===== config.mk =====
export PLATFORM = sky130hd
export DESIGN_NAME = imem_program_loader
export DESIGN_NICKNAME = d
export VERILOG_FILES = /design/src/rtl/imem_program_loader.sv
export SDC_FILE = /design/constraint.sdc
export NUM_CORES = 1
export LEC_CHECK = 0
export CAP_MARGIN = 40
export CORE_MARGIN = 10
export CORE_UTILIZATION = 42
export DETAILED_ROUTE_END_ITERATION = 6
export HOLD_SLACK_MARGIN = 0.12
export PLACE_DENSITY_LB_ADDON = 0.05
export SYNTH_ARGS = -nofsm -noshare
export SYNTH_HDL_FRONTEND = slang
export SYNTH_SLANG_ARGS = --single-unit

===== constraint.sdc =====
create_clock -name clk -period 2.95 [get_ports clk]
set_clock_uncertainty 0.1 [all_clocks]
set_input_delay 0.885 -clock clk [delete_from_list [all_inputs] [get_ports clk]]
set_output_delay 0.885 -clock clk [all_outputs]
set_load 0.02 [all_outputs]

===== src/rtl/imem_program_loader.sv =====
`default_nettype none
// ============================================================================
// Module      : imem_program_loader
// Description : Loads a program image into instruction memory from a byte
//               stream and keeps the core held in reset until the image has
//               been written and its XOR checksum verified.
//
//               Stream format: CNT_HI, CNT_LO (16-bit big-endian word count
//               N), 4*N data bytes (each word MSB first), 1 checksum byte.
//               The checksum is the XOR of every byte from CNT_HI through
//               the last data byte.
//
// Ports       : clk        - system clock, rising edge
//               rst_n      - asynchronous active-low reset
//               byte_valid - byte_data holds a valid byte
//               byte_data  - stream byte
//               byte_ready - loader accepts a byte this cycle
//               imem_we    - instruction-memory write strobe (one cycle)
//               imem_addr  - byte address of the write
//               imem_wdata - word being written
//               cpu_hold   - 1 = core held in reset
//               done       - image loaded and checksum correct
//               error      - oversize count or checksum mismatch
//
// Revision    : 1.0 - initial release
// ============================================================================
module imem_program_loader #(
    parameter int                ADDR_W    = 32,
    parameter logic [ADDR_W-1:0] BASE_ADDR = '0,
    parameter int                MAX_WORDS = 1024
) (
    input  logic              clk,
    input  logic              rst_n,
    input  logic              byte_valid,
    input  logic [7:0]        byte_data,
    output logic              byte_ready,
    output logic              imem_we,
    output logic [ADDR_W-1:0] imem_addr,
    output logic [31:0]       imem_wdata,
    output logic              cpu_hold,
    output logic              done,
    output logic              error
);

    localparam logic [31:0]       MAX_WORDS_U = MAX_WORDS;
    localparam logic [ADDR_W-1:0] WORD_BYTES  = ADDR_W'(4);

    typedef enum logic [2:0] {
        S_CNT_HI = 3'd0,
        S_CNT_LO = 3'd1,
        S_WORD   = 3'd2,
        S_WRITE  = 3'd3,
        S_CHK    = 3'd4,
        S_DONE   = 3'd5,
        S_ERR    = 3'd6
    } state_t;

    state_t            state_q,     state_d;
    logic [15:0]       cnt_q,       cnt_d;        // word count N
    logic [15:0]       wcnt_q,      wcnt_d;       // words written so far
    logic [1:0]        idx_q,       idx_d;        // byte index within word
    logic [7:0]        csum_q,      csum_d;       // running XOR
    logic [31:0]       asm_q,       asm_d;        // word assembly shifter
    logic [31:0]       wdata_q,     wdata_d;      // presented write data
    logic [ADDR_W-1:0] addr_q,      addr_d;       // presented write address
    logic [ADDR_W-1:0] next_addr_q, next_addr_d;  // address of next word

    logic              w_accept;
    logic [15:0]       w_cnt_full;
    logic [15:0]       w_wcnt_inc;

    // Ready is gated by rst_n so it reads 0 for the whole reset assertion,
    // not just after the first clock.
    always_comb begin
        byte_ready = 1'b0;
        if (rst_n) begin
            case (state_q)
                S_CNT_HI, S_CNT_LO, S_WORD, S_CHK: byte_ready = 1'b1;
                default:                           byte_ready = 1'b0;
            endcase
        end
    end

    assign w_accept   = byte_valid & byte_ready;
    assign w_cnt_full = {cnt_q[15:8], byte_data};
    assign w_wcnt_inc = wcnt_q + 16'd1;

    always_comb begin
        state_d     = state_q;
        cnt_d       = cnt_q;
        wcnt_d      = wcnt_q;
        idx_d       = idx_q;
        csum_d      = csum_q;
        asm_d       = asm_q;
        wdata_d     = wdata_q;
        addr_d      = addr_q;
        next_addr_d = next_addr_q;

        case (state_q)
            S_CNT_HI: begin
                if (w_accept) begin
                    cnt_d[15:8] = byte_data;
                    csum_d      = csum_q ^ byte_data;
                    state_d     = S_CNT_LO;
                end
            end
            S_CNT_LO: begin
                if (w_accept) begin
                    cnt_d  = w_cnt_full;
                    csum_d = csum_q ^ byte_data;
                    if ({16'd0, w_cnt_full} > MAX_WORDS_U) begin
                        state_d = S_ERR;
                    end else if (w_cnt_full == 16'd0) begin
                        state_d = S_CHK;
                    end else begin
                        state_d = S_WORD;
                    end
                end
            end
            S_WORD: begin
                if (w_accept) begin
                    csum_d = csum_q ^ byte_data;
                    asm_d  = {asm_q[23:0], byte_data};
                    idx_d  = idx_q + 2'd1;
                    // Latch the finished word and its address together so
                    // both hold steady through and after the write cycle.
                    if (idx_q == 2'd3) begin
                        wdata_d = {asm_q[23:0], byte_data};
                        addr_d  = next_addr_q;
                        state_d = S_WRITE;
                    end
                end
            end
            S_WRITE: begin
                next_addr_d = next_addr_q + WORD_BYTES;
                wcnt_d      = w_wcnt_inc;
                state_d     = (w_wcnt_inc == cnt_q) ? S_CHK : S_WORD;
            end
            S_CHK: begin
                if (w_accept) begin
                    state_d = (byte_data == csum_q) ? S_DONE : S_ERR;
                end
            end
            S_DONE:  state_d = S_DONE;
            S_ERR:   state_d = S_ERR;
            default: state_d = S_CNT_HI;
        endcase
    end

    always_ff @(posedge clk or negedge rst_n) begin
        if (!rst_n) begin
            state_q     <= S_CNT_HI;
            cnt_q       <= '0;
            wcnt_q      <= '0;
            idx_q       <= '0;
            csum_q      <= '0;
            asm_q       <= '0;
            wdata_q     <= '0;
            addr_q      <= BASE_ADDR;
            next_addr_q <= BASE_ADDR;
        end else begin
            state_q     <= state_d;
            cnt_q       <= cnt_d;
            wcnt_q      <= wcnt_d;
            idx_q       <= idx_d;
            csum_q      <= csum_d;
            asm_q       <= asm_d;
            wdata_q     <= wdata_d;
            addr_q      <= addr_d;
            next_addr_q <= next_addr_d;
        end
    end

    assign imem_we    = (state_q == S_WRITE);
    assign imem_addr  = addr_q;
    assign imem_wdata = wdata_q;
    assign done       = (state_q == S_DONE);
    assign error      = (state_q == S_ERR);
    // Released only in DONE; reset forces state back, so hold returns
    // asynchronously with rst_n.
    assign cpu_hold   = (state_q != S_DONE);

endmodule
`default_nettype wire

==> results of run 1 <==
what timing repair did:
action	in CTS	in global routing
pin swaps	0	0
gates resized for setup	3	3
endpoints found under the hold margin	0	0
setup endpoints to repair	3	3
placed cells by master (no fill, tap or decap), types with 3 or more instances in the layout:
cell type / instances
nor4_2: 3
or3_1: 4
dfrtp_1: 158
dlymetal6s2s_1: 3
nand3_1: 15
dfrtp_2: 3
nand2_1: 39
o21ai_0: 5
and3_1: 5
xnor2_1: 61
ha_1: 3
a21oi_1: 3
nor2_1: 28
nor4_1: 5
buf_4: 14
nand2b_1: 4
clkbuf_16: 17
inv_1: 5
xor2_1: 23
mux2_2: 103
bufinv_16: 4
clkinv_2: 5
clkdlybuf4s50_1: 73
nand4_1: 14
nor3_1: 8
critical path: cells and delay by family, from the launching register on:
| family | cells | cell delay, ns |
|---|---|---|
| DFF | 1 | 0.51 |
| AOI/OAI and AO/OA | 2 | 0.31 |
| buffers and inverters | 1 | 0.61 |
layout make-up:
cell class,instances,area [µm²]
multi-input combinational,355,2840
inverter,6,22.5
clock buffer,19,453
clock inverter,11,163
fill,1464,7750
tap,220,275
sequential,161,4030
timing repair buffer,93,925
path summary, 6_finish.rpt:
kind | endpoint | depth (start not counted) | startpoint | slack [ns]
max reg2reg | state_q[1] | 8 | wcnt_q[0] | 0.48
min in group asynchronous | imem_wdata[21] | 2 | rst_n | 0.60
min | next_addr_q[18] | 1 | next_addr_q[18] | 0.37
min reg2reg | next_addr_q[18] | 1 | next_addr_q[18] | 0.37
max | byte_ready | 3 | state_q[2] | 0.11
max in group asynchronous | state_q[0] | 2 | rst_n | 1.54
through the flow:
stage | util | total power, mW
3_3_place_gp | 0.491 | 2.83
5_1_grt | 0.529 | 5.29
2_1_floorplan | - | 2.67
4_1_cts | 0.529 | 5.15
6_report | 0.529 | 5.09
3_5_place_dp | 0.491 | 2.84
where the power goes:
part / leakage, nW / internal (mW) / switching (mW) / total [mW]
combinational: 1.59 / 0.188 / 0.163 / 0.351
clock: 0.308 / 1.45 / 0.854 / 2.30
sequential: 2.22 / 2.32 / 0.116 / 2.44
sequential cells by signal (all words and copies together) (netlist names):
register     flops
wcnt_q          16
cnt_q           16
next_addr_q     30
asm_q           24
state_q          3
idx_q            2
imem_wdata      32
csum_q           8
imem_addr       30
logic make-up (layout without fill, tap and decap cells):
kind of cell    after synthesis  in the layout
flops                       161            161
mux                         103            103
xor+xnor                     84             84
fa+ha+maj                     3              3
simple gates                141            141
buf+inv                      27            129
other cells                   1              2
compound gates               22             22
routing by layer:
layer	up-vias	GRT usage
met5	-	0
met2	74	0.210
li1	2058	-
met4	0	0.0437
met1	2163	0.169
met3	16	0.0437
==> results.md, run 1 <==
- CTS root buffer: clkbuf_16
- Worst Setup Path Type: flip-flop to output pin
- Final Hold Slack: between 0.3 and 0.4 ns
- Die W: 149 µm
- Yosys top cell area share: 0.576
- Synth top cells by count: dfrtp_1 (161), mux2_2 (103), xnor2_1 (61)
- Status: finished clean
- PD cells: just under 600 mW/mm²
- Simple-gate portion of the synthesized area: 0.107
- GP Congestion: 0.787
- Largest area contributor in the netlist: dfrtp_1
- Num CTS Buffers: 17
- Largest net degree at the start of global routing: 165
- Sequential area share after synthesis: 0.576
- Final net count: 648
- Crit start category: flip-flop
- CTS max path bufs: 2
- Starting Density: 0.425
- Async SR Flop Fraction: 1.00
- Worst Path Required: between 1.5 and 2 ns
- IO Pins: 80
- Port bufs: 77
- Worst Path Arrival: 1.85 ns
- EDFF count, synth: 0
- Syn Area/Cell: 12.9 µm²
- DP Worst Slack: 0.125 ns
- FMAX: 353 MHz
- Final Hold Viols: 0
- Distinct cell type count after synthesis: 50
- Final TNS setup: 0 ns
- Area contributors post-synth: dfrtp_1 (58%), mux2_2 (17%), xnor2_1 (7.6%), xor2_1 (2.9%), nand2_1 (2.1%)
- Number of max-cap violations: 0
- Routed wl met2: approximately 6600 µm
- Top layer in use: met4
- Slowest cell delay on critical path: 0.61 ns
- Core Box Area: 0.0165 mm²
- Xor/xnor share of the synthesized area: 0.105
- Mux contribution to synthesized area: 0.166
- Area added between synthesis and finish: 24.6%
- Initial antenna violation count: 0
- Via-per-instance ratio: 4.98
- Layout cells sized above 1: 0.262
- Post-route ant nets: 0
- Count leader, synth: dfrtp_1
- Post-Route WL: 14,100 µm
- Slew headroom: 0.436
- Number of global-route vias before repair: 4,504
- GRT Util Overall: 0.133
- Clk sinks: 161
- DR iter-0 viols: 149
- CTS tree: yes
- Detailed Place HPWL: 9760 µm
- Dpl cell area: a little over 0.008 mm²
- Hold-fix buffers, CTS: 0
- Vias post-DR: ~4,300
- Peak supply drop: between 400 and 500 µV
- H-tree levels: 4
- CP Cell Sequence: a21oi_1 > o21a_1 > clkdlybuf4s50_1
- Die height: 149 µm
- Final Non-Filler Cells: 865
- Largest family of logic cells by synthesized area: multiplexers
- Leakage: 4.12 nW
- Final setup fails: 0
- Wl on met1: 6510 µm
- Synth warn: 0
- Die area: 0.0222 mm²
- Clock slew at reported path FFs: approximately 0.06 ns
- CP endpoint kind: output pin
- Final Worst Setup Slack: 0.114 ns
- Post-route minimum period: 2.84 ns
- Netlist Area Pre-Place: 0.00699 mm²
- Inst Count DP: 835
- Compound-Gate Fraction of Synth Area: 0.0218
- DRC: 0
- Cell count after synthesis: 542
- Worst-Skew Late Latency: 0.43 ns
- Crit-path max FO: 16
- Synth Area in Adders: 0.00537
- GRT overflow: 0
- Final instance area: 0.00871 mm²
- Crit path max-delay cell type: clkdlybuf4s50_1
- Final Slew Violations: 0
- Least-Margin Pin Slew: 0.845 ns
- Setup Fix Bufs, Post-CTS: 0
- RSZ-0062 raised after global routing: no
- First-pass GRT wire length: 23,600 µm
- Number of synthesized register bits: 161
- Worst min-delay path class: flip-flop to flip-flop
- Detail Route met3 WL: 771 µm
- Fin crit share: 0.961
- Top_reg_cell synth: dfrtp_1
- Detailed Routing Iterations Pass 1: 4
- DR WL/cell: about 16 µm
- Rows: 47
- Number of diodes: 0
No activity file was read; power rests on OpenSTA's default activity.
==> run 2, diff against run 1 <==
--- a/config.mk
+++ b/config.mk
@@ -6,11 +6,14 @@
 export NUM_CORES = 1
 export LEC_CHECK = 0
 export CAP_MARGIN = 40
+export CORE_ASPECT_RATIO = 0.8
 export CORE_MARGIN = 10
 export CORE_UTILIZATION = 42
+export CTS_CLUSTER_DIAMETER = 200
 export DETAILED_ROUTE_END_ITERATION = 6
 export HOLD_SLACK_MARGIN = 0.12
 export PLACE_DENSITY_LB_ADDON = 0.05
+export REMOVE_ABC_BUFFERS = 1
 export SYNTH_ARGS = -nofsm -noshare
 export SYNTH_HDL_FRONTEND = slang
 export SYNTH_SLANG_ARGS = --single-unit
==> results.md, run 2 (synthesized netlist as in run 1, its figures left out) <==
- First-pass GRT wire length: 24,800 µm (+5.3%)
- Power share of the clock group: 0.431 (-0.021)
- Psw: 1.21 mW (+7.0%)
- Worst Path Required: 1.97 ns (about the same)
- Num CTS Buffers: 17 (unchanged)
- Seq. cell area: 0.00403 mm² (about the same)
- Core Box Area: 0.0164 mm² (-0.11%)
- Rows: 42 (-11%)
- Final setup fails: 0 (unchanged)
- Number of diodes: 0 (unchanged)
- Status: finished clean
- H-tree levels: 4 (unchanged)
- Final TNS setup: 0 ns (unchanged)
- FMAX: 352 MHz (-0.17%)
- Detail Route met3 WL: 909 µm (+18%)
- Routed wl met2: 6630 µm (+0.15%)
- IO Pins: 80 (unchanged)
- Most frequent cells in the layout: dfrtp_1 (160), mux2_2 (103), clkdlybuf4s50_1 (73)
- Fin crit share: 0.963 (+0.00163)
- Layout cells sized above 1: 0.265 (+0.00332)
- Crit-path max FO: 9 (-7)
- Die area: 0.0222 mm² (+0.15%)
- Fill cells: 1,392 (-4.9%)
- Combinational Power Share: 0.078 (+0.009)
- GRT overflow: 0 (unchanged)
- Slew headroom: 0.608 (+0.171)
- Port bufs: 77 (unchanged)
- Largest net degree at the start of global routing: 55 (-67%)
- Hold-fix buffers, CTS: 0 (unchanged)
- Clock slew at reported path FFs: 0.07 ns (about the same)
- Die height: 135 µm (-9.1%)
- Clk sinks: 161 (unchanged)
- Pint: 3.72 mW (-6.0%)
- Die W: 164 µm (+10%)
- Final Hold Viols: 0 (unchanged)
- CP endpoint kind: output pin
- Worst Path Arrival: 1.86 ns (about the same)
- Setup Fix Bufs, Post-CTS: 0 (unchanged)
- Post-route ant nets: 0 (unchanged)
- Final Hold Slack: 0.368 ns (-0.00450 ns)
- Initial antenna violation count: 0 (unchanged)
- Final Slew Violations: 0 (unchanged)
- Reg2reg setup slack: 0.48 ns (about the same)
- Area of the multi-input gates: 0.00284 mm² (unchanged)
- Vias post-DR: 4,391 (+1.9%)
- Via-per-instance ratio: 5.04 (+1.0%)
- Worst-Skew Late Latency: 0.43 ns (about the same)
- Max reg flops: 32 (unchanged)
- Area added between synthesis and finish: 24.5%
- Peak supply drop: 368 µV (-11%)
- DR iter-0 viols: 207 (+39%)
- Top layer in use: met4
- Wl on met1: 6940 µm (+6.5%)
- GRT Util Overall: 0.141 (+0.00818)
- DR WL/cell: 16.9 µm (+3.4%)
- Reg2Reg Depth: 8 (unchanged)
- PD cells: 567 mW/mm² (-3.0%)
- CTS tree: yes
- CTS root buffer: clkbuf_16
- Detailed Routing Iterations Pass 1: 4 (unchanged)
- Detailed Place HPWL: 10,400 µm (+6.9%)
- RSZ-0062 raised after global routing: no
- RR Startpoint: wcnt_q[0]
- CTS max path bufs: 2 (unchanged)
- Worst min-delay path class: flip-flop to flip-flop
- Worst Setup Path Type: flip-flop to output pin
- Least-Margin Pin Slew: 0.588 ns (-0.257 ns)
- Post-Route WL: 14,700 µm (+4.2%)
- Crit start category: flip-flop
- Post-route minimum period: 2.84 ns (+0.00482 ns)
- Cells on Worst Hold Path: 1 (unchanged)
- R2R Path End: state_q[1]
- Switching Share: 0.246 (+0.0234)
- GP Congestion: 0.797 (+1.3%)
- DRC: 0 (unchanged)
- Starting Density: 0.425 (+0.000452)
- Endpoint, Worst Hold: next_addr_q[18]
- Number of max-cap violations: 0 (unchanged)
- Power share of the sequential group: 0.492 (+0.013)
- Most common cell after layout, fill and taps aside: dfrtp_1
- Number of global-route vias before repair: 4,553 (+1.1%)
- Final net count: 653 (+0.77%)
- Hold path startpoint: next_addr_q[18]
- Leakage: 4.10 nW (-0.40%)
[run 2: cell types whose count changed in the layout (fill, tap and decap cells not counted), sizes merged]
cell      before  now
inv            5    8
buf           17   22
clkinvlp       0    3
bufinv         4    1
clkinv         8    7
[run 2: worst max-delay path, cell delays in order, from the launching register on]
cell and delay, ns:
dfrtp_1 0.48, a21oi_1 0.18, o21a_1 0.15, clkdlybuf4s50_1 0.62
[run 2: how the worst max path moves through the flow]
stage	startpoint	to	slack, ns	depth (start not counted)
finish	state_q[2]	byte_ready	0.11	3
global route	state_q[2]	byte_ready	0.03	3
CTS	state_q[2]	imem_we	0.03	2
detailed placement	byte_valid	imem_wdata[11]	0.1	6
global placement	byte_data[1]	state_q[2]	0.11	7
floorplan	byte_valid	imem_addr[10]	-1.06	4
[run 2: timing repair]
action	4_1_cts	5_1_grt
cloned	0	0
resized for setup	1	3
endpoints found under the setup margin	1	3
[run 2: area by class of cell]
| cell class | instances | area share |
|---|---|---|
| clock buffer | 19 | 0.0509 |
| inverter | 6 | 0.00259 |
| timing repair buffer | 98 | 0.110 |
| tap | 220 | 0.0316 |
| sequential | 161 | 0.463 |
| multi-input combinational | 355 | 0.327 |
| clock inverter | 13 | 0.0150 |
[run 2: power groups by stage]
| stage | Clock (mW) | Sequential (mW) | Combinational, mW |
|---|---|---|---|
| after floorplan | 0 | 2.45 | 0.220 |
| after global placement | 0 | 2.46 | 0.378 |
| after detailed placement | 0 | 2.46 | 0.390 |
| after CTS | 2.18 | 2.42 | 0.393 |
| after global routing | 2.29 | 2.44 | 0.424 |
| final | 2.12 | 2.42 | 0.383 |
[run 2: stage by stage]
step	setup WS, ns	power (mW)	area, µm²	util	cells
after CTS	0.0258	4.99	8690	0.529	872
after global placement	0.110	2.84	8090	0.492	839
final	0.109	4.93	8700	0.529	872
after global routing	0.0269	5.15	8700	0.529	872
after detailed placement	0.0974	2.86	8120	0.494	840
after floorplan	-1.06	2.67	6890	-	522
[run 2: metal layers]
| metal | vias up | track usage |
|---|---|---|
| met5 | - | 0 |
| met4 | 0 | 0.0550 |
| met3 | 18 | 0.0516 |
| met2 | 80 | 0.206 |
| met1 | 2218 | 0.187 |
| li1 | 2075 | - |
==> run 3, diff against run 2 <==
--- a/config.mk
+++ b/config.mk
@@ -5,10 +5,12 @@
 export SDC_FILE = /design/constraint.sdc
 export NUM_CORES = 1
 export LEC_CHECK = 0
+export ABC_AREA = 1
 export CAP_MARGIN = 40
 export CORE_ASPECT_RATIO = 0.8
 export CORE_MARGIN = 10
 export CORE_UTILIZATION = 42
+export CTS_BUF_LIST = sky130_fd_sc_hd__clkbuf_16
 export CTS_CLUSTER_DIAMETER = 200
 export DETAILED_ROUTE_END_ITERATION = 6
 export HOLD_SLACK_MARGIN = 0.12
==> results.md, run 3 <==
- Most common cell after layout, fill and taps aside: nand2_1
- Crit start category: flip-flop
- Distinct cell type count after synthesis: 37 (-26%)
- Leakage: 4.23 nW (+3.2%)
- Worst Setup Path Type: flip-flop to output pin
- DR WL/cell: 14.6 µm (-13%)
- IO Pins: 80 (unchanged)
- Final Hold Slack: 0.372 ns (+0.00357 ns)
- Worst-Skew Late Latency: 0.42 ns (about the same)
- Setup Fix Bufs, Post-CTS: 0 (unchanged)
- Largest area contributor in the netlist: dfrtp_1
- Hold path startpoint: imem_addr[27]
- Top_reg_cell synth: dfrtp_1
- Seq. cell area: 0.00403 mm² (unchanged)
- Largest net degree at the start of global routing: 52 (-5.5%)
- Detailed Place HPWL: 12,300 µm (+18%)
- Final Hold Viols: 0 (unchanged)
- Reg2Reg Depth: 12 (+4)
- Final Non-Filler Cells: 1,155 (+32%)
- Post-Route WL: 16,900 µm (+15%)
- Starting Density: 0.425 (-0.000432)
- Inst Count DP: 1,123 (+34%)
- Async SR Flop Fraction: 1.00 (unchanged)
- Fin crit share: 0.963 (about the same)
- Fill cells: 1,607 (+15%)
- Peak supply drop: 375 µV (+2.0%)
- Num CTS Buffers: 17 (unchanged)
- GRT Util Overall: 0.153 (+0.0118)
- Die area: 0.0231 mm² (+3.9%)
- Wl on met1: 7940 µm (+14%)
- Number of global-route vias before repair: 5,775 (+27%)
- Worst Path Arrival: 1.86 ns (about the same)
- Layout cells sized above 1: 0.0914 (-0.174)
- Number of synthesized register bits: 161 (unchanged)
- Reg2reg setup slack: 0.59 ns (+0.11 ns)
- Post-route minimum period: 2.84 ns (+0.00105 ns)
- Netlist Area Pre-Place: 0.00731 mm² (+4.6%)
- Top layer in use: met4
- Number of max-cap violations: 0 (unchanged)
- Final instance area: 0.00904 mm² (+3.9%)
- Final net count: 931 (+43%)
- GP Congestion: 0.865 (+8.5%)
- Clk sinks: 161 (unchanged)
- CP endpoint kind: output pin
- Cells on Worst Hold Path: 2 (+1)
- Crit-path max FO: 5 (-4)
- Rows: 43 (+2.4%)
- Post-route ant nets: 0 (unchanged)
- DR iter-0 viols: 431 (+110%)
- EDFF count, synth: 0 (unchanged)
- Final setup fails: 0 (unchanged)
- RR Startpoint: wcnt_q[0]
- Hold-fix buffers, CTS: 0 (unchanged)
- PD cells: 522 mW/mm² (-7.9%)
- Area contributors post-synth: dfrtp_1 (55%), nand2_1 (12%), o21ai_0 (5.4%), inv_1 (4.8%), xor2_1 (4.7%)
- CTS max path bufs: 2 (unchanged)
- Count leader, synth: nand2_1
- CTS root buffer: clkbuf_16
- Detailed Routing Iterations Pass 1: 4 (unchanged)
- Die W: 167 µm (+2.0%)
- Area of the multi-input gates: 0.00277 mm² (-2.5%)
- R2R Path End: state_q[1]
- FMAX: 352 MHz (about the same)
- Least-Margin Pin Slew: 0.688 ns (+0.0992 ns)
- RSZ-0062 raised after global routing: no
- Final Slew Violations: 0 (unchanged)
- H-tree levels: 4 (unchanged)
- Die height: 138 µm (+1.9%)
- Yosys top cell area share: 0.551 (-0.0252)
- Sequential area share after synthesis: 0.551 (-0.0252)
- Dpl cell area: 0.00838 mm² (+3.3%)
- Initial antenna violation count: 0 (unchanged)
- Synth warn: 0 (unchanged)
- Max reg flops: 32 (unchanged)
- Number of diodes: 0 (unchanged)
- First-pass GRT wire length: 28,900 µm (+16%)
- Detail Route met3 WL: 918 µm (+0.99%)
- Endpoint, Worst Hold: imem_addr[27]
- Clock slew at reported path FFs: 0.07 ns (about the same)
- Syn Area/Cell: 8.81 µm² (-32%)
- Vias post-DR: 5,582 (+27%)
- CTS tree: yes
- Most frequent cells in the layout: nand2_1 (235), dfrtp_1 (160), inv_1 (94)
- Core Box Area: 0.0172 mm² (+4.7%)
- Synth top cells by count: nand2_1 (235), dfrtp_1 (161), inv_1 (94)
- Worst Path Required: 1.97 ns (about the same)
- Via-per-instance ratio: 4.83 (-4.0%)
- Routed wl met2: 7830 µm (+18%)
- Worst min-delay path class: flip-flop to flip-flop
- Slew headroom: 0.537 (-0.0704)
- Cell count after synthesis: 830 (+53%)
- DRC: 0 (unchanged)
- Status: finished clean
- GRT overflow: 0 (unchanged)
- Port bufs: 77 (unchanged)
- Area added between synthesis and finish: 23.7%
run 3: cell count changes after synthesis, sizes merged, moves of 26 or more:
cell	delta
nand2	+200
nand3	+26
o21ai	+110
inv	+94
mux2	-94
xnor2	-60
run 3: cells by family (layout without fill, tap and decap cells):
kind of cell / Yosys count / count (layout) / synth area share
simple gates: 369 / 369 / 0.223
flops: 161 / 161 / 0.551
buf+inv: 125 / 224 / 0.0704
compound gates: 121 / 121 / 0.0846
xor+xnor: 41 / 41 / 0.0512
mux: 9 / 9 / 0.0139
fa+ha+maj: 3 / 3 / 0.00514
other cells: 1 / 2 / 0.000513
run 3: where the power goes:
| part | internal (mW) | switching [mW] | total (mW) | leakage, nW |
|---|---|---|---|---|
| combinational | 0.0232 | 0.0675 | 0.0907 | 1.81 |
| sequential | 2.21 | 0 | 2.21 | 2.11 |
| clock | 1.51 | 0.905 | 2.42 | 0.308 |
run 3: repair_timing:
action | CTS | global route
endpoints found under the setup margin | 1 | 1
pin swaps | 0 | 0
gates resized for setup | 1 | 1
run 3: layout make-up:
cell class,instances,area share
tap,225,0.0311
clock buffer,17,0.0471
multi-input combinational,545,0.307
timing repair buffer,92,0.102
clock inverter,15,0.0251
sequential,161,0.446
inverter,100,0.0418
run 3: metal layers:
| metal | vias to the layer above | GRT usage |
|---|---|---|
| li1 | 2819 | - |
| met1 | 2635 | 0.199 |
| met2 | 113 | 0.245 |
| met3 | 15 | 0.0377 |
| met4 | 0 | 0.0560 |
| met5 | - | 0 |
run 3: worst max-delay path by stage:
stage                     slack, ns  cells past startpoint        from    endpoint
after global placement         0.17                      3       rst_n  byte_ready
after global routing          0.004                      5  state_q[1]       error
final                          0.11                      5  state_q[1]       error
after CTS                      0.03                      5  state_q[0]  byte_ready
after detailed placement       0.19                      3       rst_n  byte_ready
after floorplan               -0.28                      4       rst_n    idx_q[1]
run 3: through the flow:
stage | total power [mW] | setup TNS [ns] | setup WS (ns) | utilization
after floorplan | 2.26 | -2.21 | -0.282 | -
after detailed placement | 2.34 | 0 | 0.185 | 0.487
final | 4.72 | 0 | 0.108 | 0.525
after global placement | 2.34 | 0 | 0.170 | 0.486
after global routing | 4.87 | 0 | 0.00359 | 0.525
after CTS | 4.78 | 0 | 0.0276 | 0.525
run 3: critical path: stages (launching register included):
cell and delay, ns:
dfrtp_1 0.44, inv_1 0.06, nor2_1 0.08, inv_1 0.08, nor2_1 0.15, clkdlybuf4s50_1 0.64
